## src/rtl/wb_data_select_buf.sv

```systemverilog
// Write-back data selector feeding a 2-entry valid/ready skid buffer.
// Optional illegal-selector trapping is enabled by defining WB_SEL_ERR_CHECK_EN.
module wb_data_select_buf #(
  parameter int          WIDTH     = 32,
  parameter int          N_SRC     = 8,
  parameter int          SEL_W     = 4,
  parameter int unsigned CONST_VAL = 227
) (
  input  logic                   clk,
  input  logic                   reset,
  input  logic                   flush,
  input  logic                   in_valid,
  output logic                   in_ready,
  input  logic [SEL_W-1:0]       sel,
  input  logic [N_SRC*WIDTH-1:0] data_in,
  output logic                   out_valid,
  input  logic                   out_ready,
  output logic [WIDTH-1:0]       out_data,
  output logic [SEL_W-1:0]       out_sel,
  output logic                   sel_err,
  output logic [7:0]             err_cnt
);

  localparam logic [SEL_W-1:0] SEL_CONST = SEL_W'(N_SRC);

  logic [WIDTH-1:0] mem_data [2];
  logic [SEL_W-1:0] mem_sel  [2];
  logic             wr_ptr;
  logic             rd_ptr;
  logic [1:0]       count;
  logic [WIDTH-1:0] sel_data;
  logic             accept;
  logic             do_push;
  logic             do_pop;

  // Illegal selectors fall through to zero data.
  always_comb begin
    sel_data = '0;
    for (int k = 0; k < N_SRC; k++) begin
      if (sel == SEL_W'(k)) sel_data = data_in[k*WIDTH +: WIDTH];
    end
    if (sel == SEL_CONST) sel_data = WIDTH'(CONST_VAL);
  end

  assign in_ready  = (count != 2'd2);
  assign out_valid = (count != 2'd0);
  assign out_data  = mem_data[rd_ptr];
  assign out_sel   = mem_sel[rd_ptr];

  assign accept = in_valid && in_ready && !flush;
  assign do_pop = out_valid && out_ready && !flush;

`ifdef WB_SEL_ERR_CHECK_EN
  logic       sel_legal;
  logic       sel_err_q;
  logic [7:0] err_cnt_q;

  assign sel_legal = (sel <= SEL_CONST);
  assign do_push   = accept && sel_legal;

  always_ff @(posedge clk) begin
    if (reset) begin
      sel_err_q <= 1'b0;
      err_cnt_q <= 8'd0;
    end else if (accept && !sel_legal) begin
      sel_err_q <= 1'b1;
      if (err_cnt_q != 8'hFF) err_cnt_q <= err_cnt_q + 8'd1;
    end
  end

  assign sel_err = sel_err_q;
  assign err_cnt = err_cnt_q;
`else
  assign do_push = accept;
  assign sel_err = 1'b0;
  assign err_cnt = 8'd0;
`endif

  always_ff @(posedge clk) begin
    if (reset) begin
      count    <= 2'd0;
      wr_ptr   <= 1'b0;
      rd_ptr   <= 1'b0;
      mem_data <= '{default: '0};
      mem_sel  <= '{default: '0};
    end else if (flush) begin
      count  <= 2'd0;
      wr_ptr <= 1'b0;
      rd_ptr <= 1'b0;
    end else begin
      if (do_push) begin
        mem_data[wr_ptr] <= sel_data;
        mem_sel[wr_ptr]  <= sel;
        wr_ptr           <= ~wr_ptr;
      end
      if (do_pop) rd_ptr <= ~rd_ptr;
      case ({do_push, do_pop})
        2'b10:   count <= count + 2'd1;
        2'b01:   count <= count - 2'd1;
        default: count <= count;
      endcase
    end
  end

endmodule

```

## config.mk

```make
export PLATFORM = sky130hd
export DESIGN_NAME = wb_data_select_buf
export DESIGN_NICKNAME = d
export VERILOG_FILES = /design/src/rtl/wb_data_select_buf.sv
export SDC_FILE = /design/constraint.sdc
export NUM_CORES = 1
export LEC_CHECK = 0
export BUFFER_PORTS_ARGS = -buffer_cell sky130_fd_sc_hd__buf_4
export CORE_AREA = 2 2 119 121
export DETAILED_ROUTE_END_ITERATION = 7
export DIE_AREA = 0 0 121 123
export MAX_ROUTING_LAYER = met4
export PLACE_DENSITY_LB_ADDON = 0.2
export SLEW_MARGIN = 0
export SYNTH_ARGS = -nofsm -noshare
export SYNTH_HDL_FRONTEND = slang
export SYNTH_SLANG_ARGS = --single-unit
export TNS_END_PERCENT = 10
```

## constraint.sdc

```tcl
create_clock -name clk -period 2.49 [get_ports clk]
set_input_delay 0.249 -clock clk [delete_from_list [all_inputs] [get_ports clk]]
set_output_delay 0.249 -clock clk [all_outputs]
set_load 0.01 [all_outputs]
```

Yosys cells after proc, flatten, opt, wreduce, memory -nomap -nowiden:

Cells that the tools add are included.

* register bits after elaboration: 76
* output and inout port bits: 47
* input port bits: 265

* reductions and logical operators: 11
* multiplexer cells: 22
* $lt $le $gt $ge: 3
* equal/unequal tests: 11
* bitwise operators: 5
* $add $sub $neg: 2

Operators by type and width (number)
* 32-bit 2-to-1 mux: 13
* 64-bit bitwise mux: 1
* 32-bit demux with 1-bit select: 1
* 4-bit by 3-bit == test with 1-bit output, second input constant: 4
* 4-bit 2-to-1 mux: 4
* 8-bit bitwise mux: 1
* 4-bit by 2-bit == test with 1-bit output, second input constant: 2
* 1-bit logical AND: 5
* 4-bit demux with 1-bit select: 1
* 4-bit by 1-bit == test with 1-bit output, second input constant: 1
* 4-bit == test, second input constant: 1
* 2-bit greater-or-equal comparator, second input constant: 2
* 4-bit zero test: 1
* 1-bit NOT with 2-bit output: 2
* 2-bit one-hot mux with 2 select lines: 1
* 2-bit nonzero test: 2
* 1-bit NOT: 3
* 2-bit by 1-bit adder with 2-bit output, second input constant: 1
* 2-bit by 1-bit == test with 1-bit output, second input constant: 1
* 2-bit == test, second input constant: 1
* 2-bit by 1-bit less-than comparator with 1-bit output, second input constant: 1
* 2-bit inequality test, second input constant: 1
* 2-bit AND reduction: 1
* 2-bit OR reduction: 1
* other kinds (2): 2

Longest topological paths before layout:

* depth in word-level cells: 11
* mapped depth: 9
* mapped depth without buffers: 8

Worst setup path after synthesis:

OpenSTA, ideal clock, no wires.

* kind: flip-flop to output port
* start point: register rd_ptr
* end point: output port out_data[25]
* arrival: 1369 ps
* slack: 872 ps
* stages on the path, launching flop included: 4
* path buffers: 2
* cells stage by stage: dfxtp_1 clkbuf_1 clkbuf_1 mux2_2

* cells in the longest elaborated chain, start to end: 4

RTL lines
* from (decl): RTL line 29 `logic rd_ptr;`
* from (signal assigned): RTL line 96 `if (do_pop) rd_ptr <= ~rd_ptr;`
* 1-bit NOT with 2-bit output (implied by the code): RTL line 47 `assign out_data = mem_data[rd_ptr];`
* 32-bit 2-to-1 mux (implied by the code) (3 in series): RTL line 47
* to (decl): RTL line 18 `output logic [WIDTH-1:0] out_data,`

Every way passes these cells. The select of a mux whose other input is x is not followed.

Worst setup path after layout:

* start point: register rd_ptr
* end point: output port out_data[31]

Same word-level chain as after synthesis.

==> flow_summary.toml <==
[outcome]
status = "completed"

[grt]
antenna_found_initial = 0
grt_use_total = 0.3433
grt_pass1_vias = 6900
grt_max_degree = 62
grt_first_pass_wirelength_um = 38230
grt_overflow = 0

[synth]
syn_area_um2 = 5964
synth_edf_count = 0
yosys.area_share.simple = 0.1978
netlist.area_leader.share = 0.2551
synth_xor_area_frac = 0.005874
synth_compound_area_frac = 0.3789
synth_seq_area_share = 0.2551
synth.distinct_cells = 47
muxShareOfSynthArea = 0.06965
yosys-top-cells-area = "dfxtp_1 (26%), o21ai_0 (8.2%), mux2_2 (6.8%), nand3b_1 (6.8%), o22ai_1 (6.4%)"
synth_top_family_by_area = "compound AO/OA/AOI/OAI gates"
ys_ff_latch = 76
synth_ff_type = "dfxtp_1"
netlist_instances = 810
synthAdderAreaFrac = 0.002098
synth_warnings = 0
yosysTopAreaCell = "dfxtp_1"
synthArstFlopShare = 0
syn_area_per_cell_um2 = 7.364

[floorplanning]
rows = 43
die_x_um = 121
die_area_um2 = 14880
die_height_um = 123
core-area_um2 = 13610
initial_utilization = 0.4382
io_pins = 312

[timing]
slew_headroom = 0.5939
max_freq_ghz = 0.4889
setup_ws_ps = 444.6
fin_hold_ws_ps = 116.1
hold_violations = 0
grt_setup_unrepaired = "false"
finClkSkew_ps = 9.330
worst_pin_slew_ps = 609.1
min_period_over_period = 0.8214
fin_crit_ps = 2045
report.final.slew_viol_count = 0
setup-tns-final_ps = 0
setup_viol = 0

[route]
num_vias = 7322
postRouteAntennaNets = 0
via_per_inst = 5.848
routed_wl_um = 26060
drt-wirelength-per-cell_um = 20.81
drt_iter0_markers = 607
wl_met3_um = 2248
wl_met2_um = 12140
maxUsedRoutingLayer = "met4"
drc = 0
drt_pass1_iterations = 5
wl_met1_um = 10700

[clocking]
post_cts_buffers = 0
cts_sinks = 76
cts_buffers = 9
htree_levels = 3
ctsHoldBuffers = 0
clkLatencyLatePin_ps = 340
root_buffer = "clkbuf_16"
post_cts_resized = 0
cts_buffer_depth = 2
path_clk_slew_ps = 70
tritoncts = "yes"

[worst_setup_path]
path_buf_inv = 2
crit_type = "reg2out"
cpPeakStageDelay_ps = 620
crit_fanout = 22
critical_path_arrival_ps = 1800
startpoint_type = "register"
r2r-start = "count[0]$_SDFFE_PP0P_"
critPathTopFamily = "flip-flops"
cp_data_required_time_ps = 2240
worstSetupEndpointType = "output pin"
slowest_stage = "dfxtp_2"
cp-startpoint = "rd_ptr$_SDFFE_PP0P_"
crit_chain = "buf_12 -> mux2_2 -> buf_4"

[worst_hold_path]
min_from = "flush"
hold_class = "in2reg"

[finish]
final_util = 0.6268
multi_input_area_um2 = 3945
num-fill-cells = 1275
seqCellArea_um2 = 1523
antennaDiodeCount = 0
drive_gt1_frac = 0.4067
nets = 1333
fin_area_um2 = 8532
area_growth_pct = 43.05

[pwr]
p_leak_uw = 0.003491
powerDensity_nw_per_um2 = 416.0
ir_worst_vdd_uv = 384.0

[place]
pre_cts_slack_ps = 444.4
place_area_um2 = 8248
port_buffers = 302
post-dp-hpwl_um = 19780
gp_congestion = 0.9412

[flow_run]
maxCapViolCount = 0
power by group:
| part | switching, uW | internal, uW |
|---|---|---|
| clock | 553 | 689 |
| combinational | 520 | 520 |
| sequential | 18.5 | 1250 |
flip-flops by register name (all words and copies together), names as in the netlist:
name,cells
mem_data,64
mem_sel,8
count,2
rd_ptr,1
wr_ptr,1
per-stage QoR:
step	power, uW	std cells
after global routing	3695	1252
after floorplan	1789	818
after detailed placement	2314	1236
after global placement	2310	1236
final	3549	1252
after CTS	3538	1252
synthesized netlist by cell type (3+ instances only):
master / number
a311oi_1: 10
a21oi_1: 71
nand2b_1: 4
o21ai_0: 98
mux2_2: 36
o21ai_1: 55
nor3_1: 3
a211oi_1: 27
clkbuf_1: 45
a221oi_1: 5
o221ai_1: 3
a21boi_0: 5
o21ai_2: 19
nand3b_1: 54
a21oi_2: 19
nor2_1: 42
buf_6: 9
and2b_1: 4
nor2b_1: 30
nand2_1: 64
buf_4: 15
dfxtp_1: 76
o22ai_1: 61
buf_2: 25
logic make-up after synthesis:
logic type / count (synthesis)
and+or+nand+nor: 214
DFF: 76
muxes: 37
other: 1
buffers and inverters: 101
xor gates and xnor gates: 4
AOI/OAI and AO/OA: 376
adders and majority gates: 1
worst paths after layout:
check,cells after the start,to,slack [ps]
setup / recovery,3,out_data[31],440
hold / removal,2,rd_ptr$_SDFFE_PP0P_,120
setup reg to reg,7,mem_data[7]$_SDFFE_PP0P_,830
hold reg to reg,2,mem_sel[4]$_SDFFE_PP0P_,450
layout by cell type, fill, tap and decap left out, drive strengths merged:
cell type,netlist,layout
a221oi,5,5
or4b,1,1
a222oi,1,1
nor3b,2,2
or3,2,2
clkbuf,47,9
o32ai,1,1
clkinvlp,0,2
mux2i,1,1
buf,50,335
nand4b,1,1
nor3,4,4
nand3b,54,54
a21boi,5,5
nor2,43,43
nand2,64,64
inv,4,7
and2b,4,4
a211oi,27,27
o21ai,172,172
o22ai,61,61
nor4b,1,1
and3b,2,2
dfxtp,76,76
a21oi,90,90
o221ai,3,3
a21o,1,1
nand2b,4,4
or2,2,2
a311oi,10,10
mux2,36,36
xnor2,2,2
conb,1,9
xor2,2,2
ha,1,1
nor2b,30,30
clkinv,0,2
area by class of cell:
cell class,instances,share of cell area
multi-input cells,641,0.4624
repair buffers,335,0.2977
flip-flops and latches,76,0.1785
clock buffers,9,0.02640
well taps,180,0.02640
clock inverters,7,0.006893
inverters,4,0.001760
layer usage:
layer / track usage / vias to the layer above
met4: 0.1381 / 0
met2: 0.5232 / 423
met1: 0.4549 / 3356
met3: 0.05581 / 60
met5: - / -
li1: - / 3483
Power figures use the tool's default switching activity.
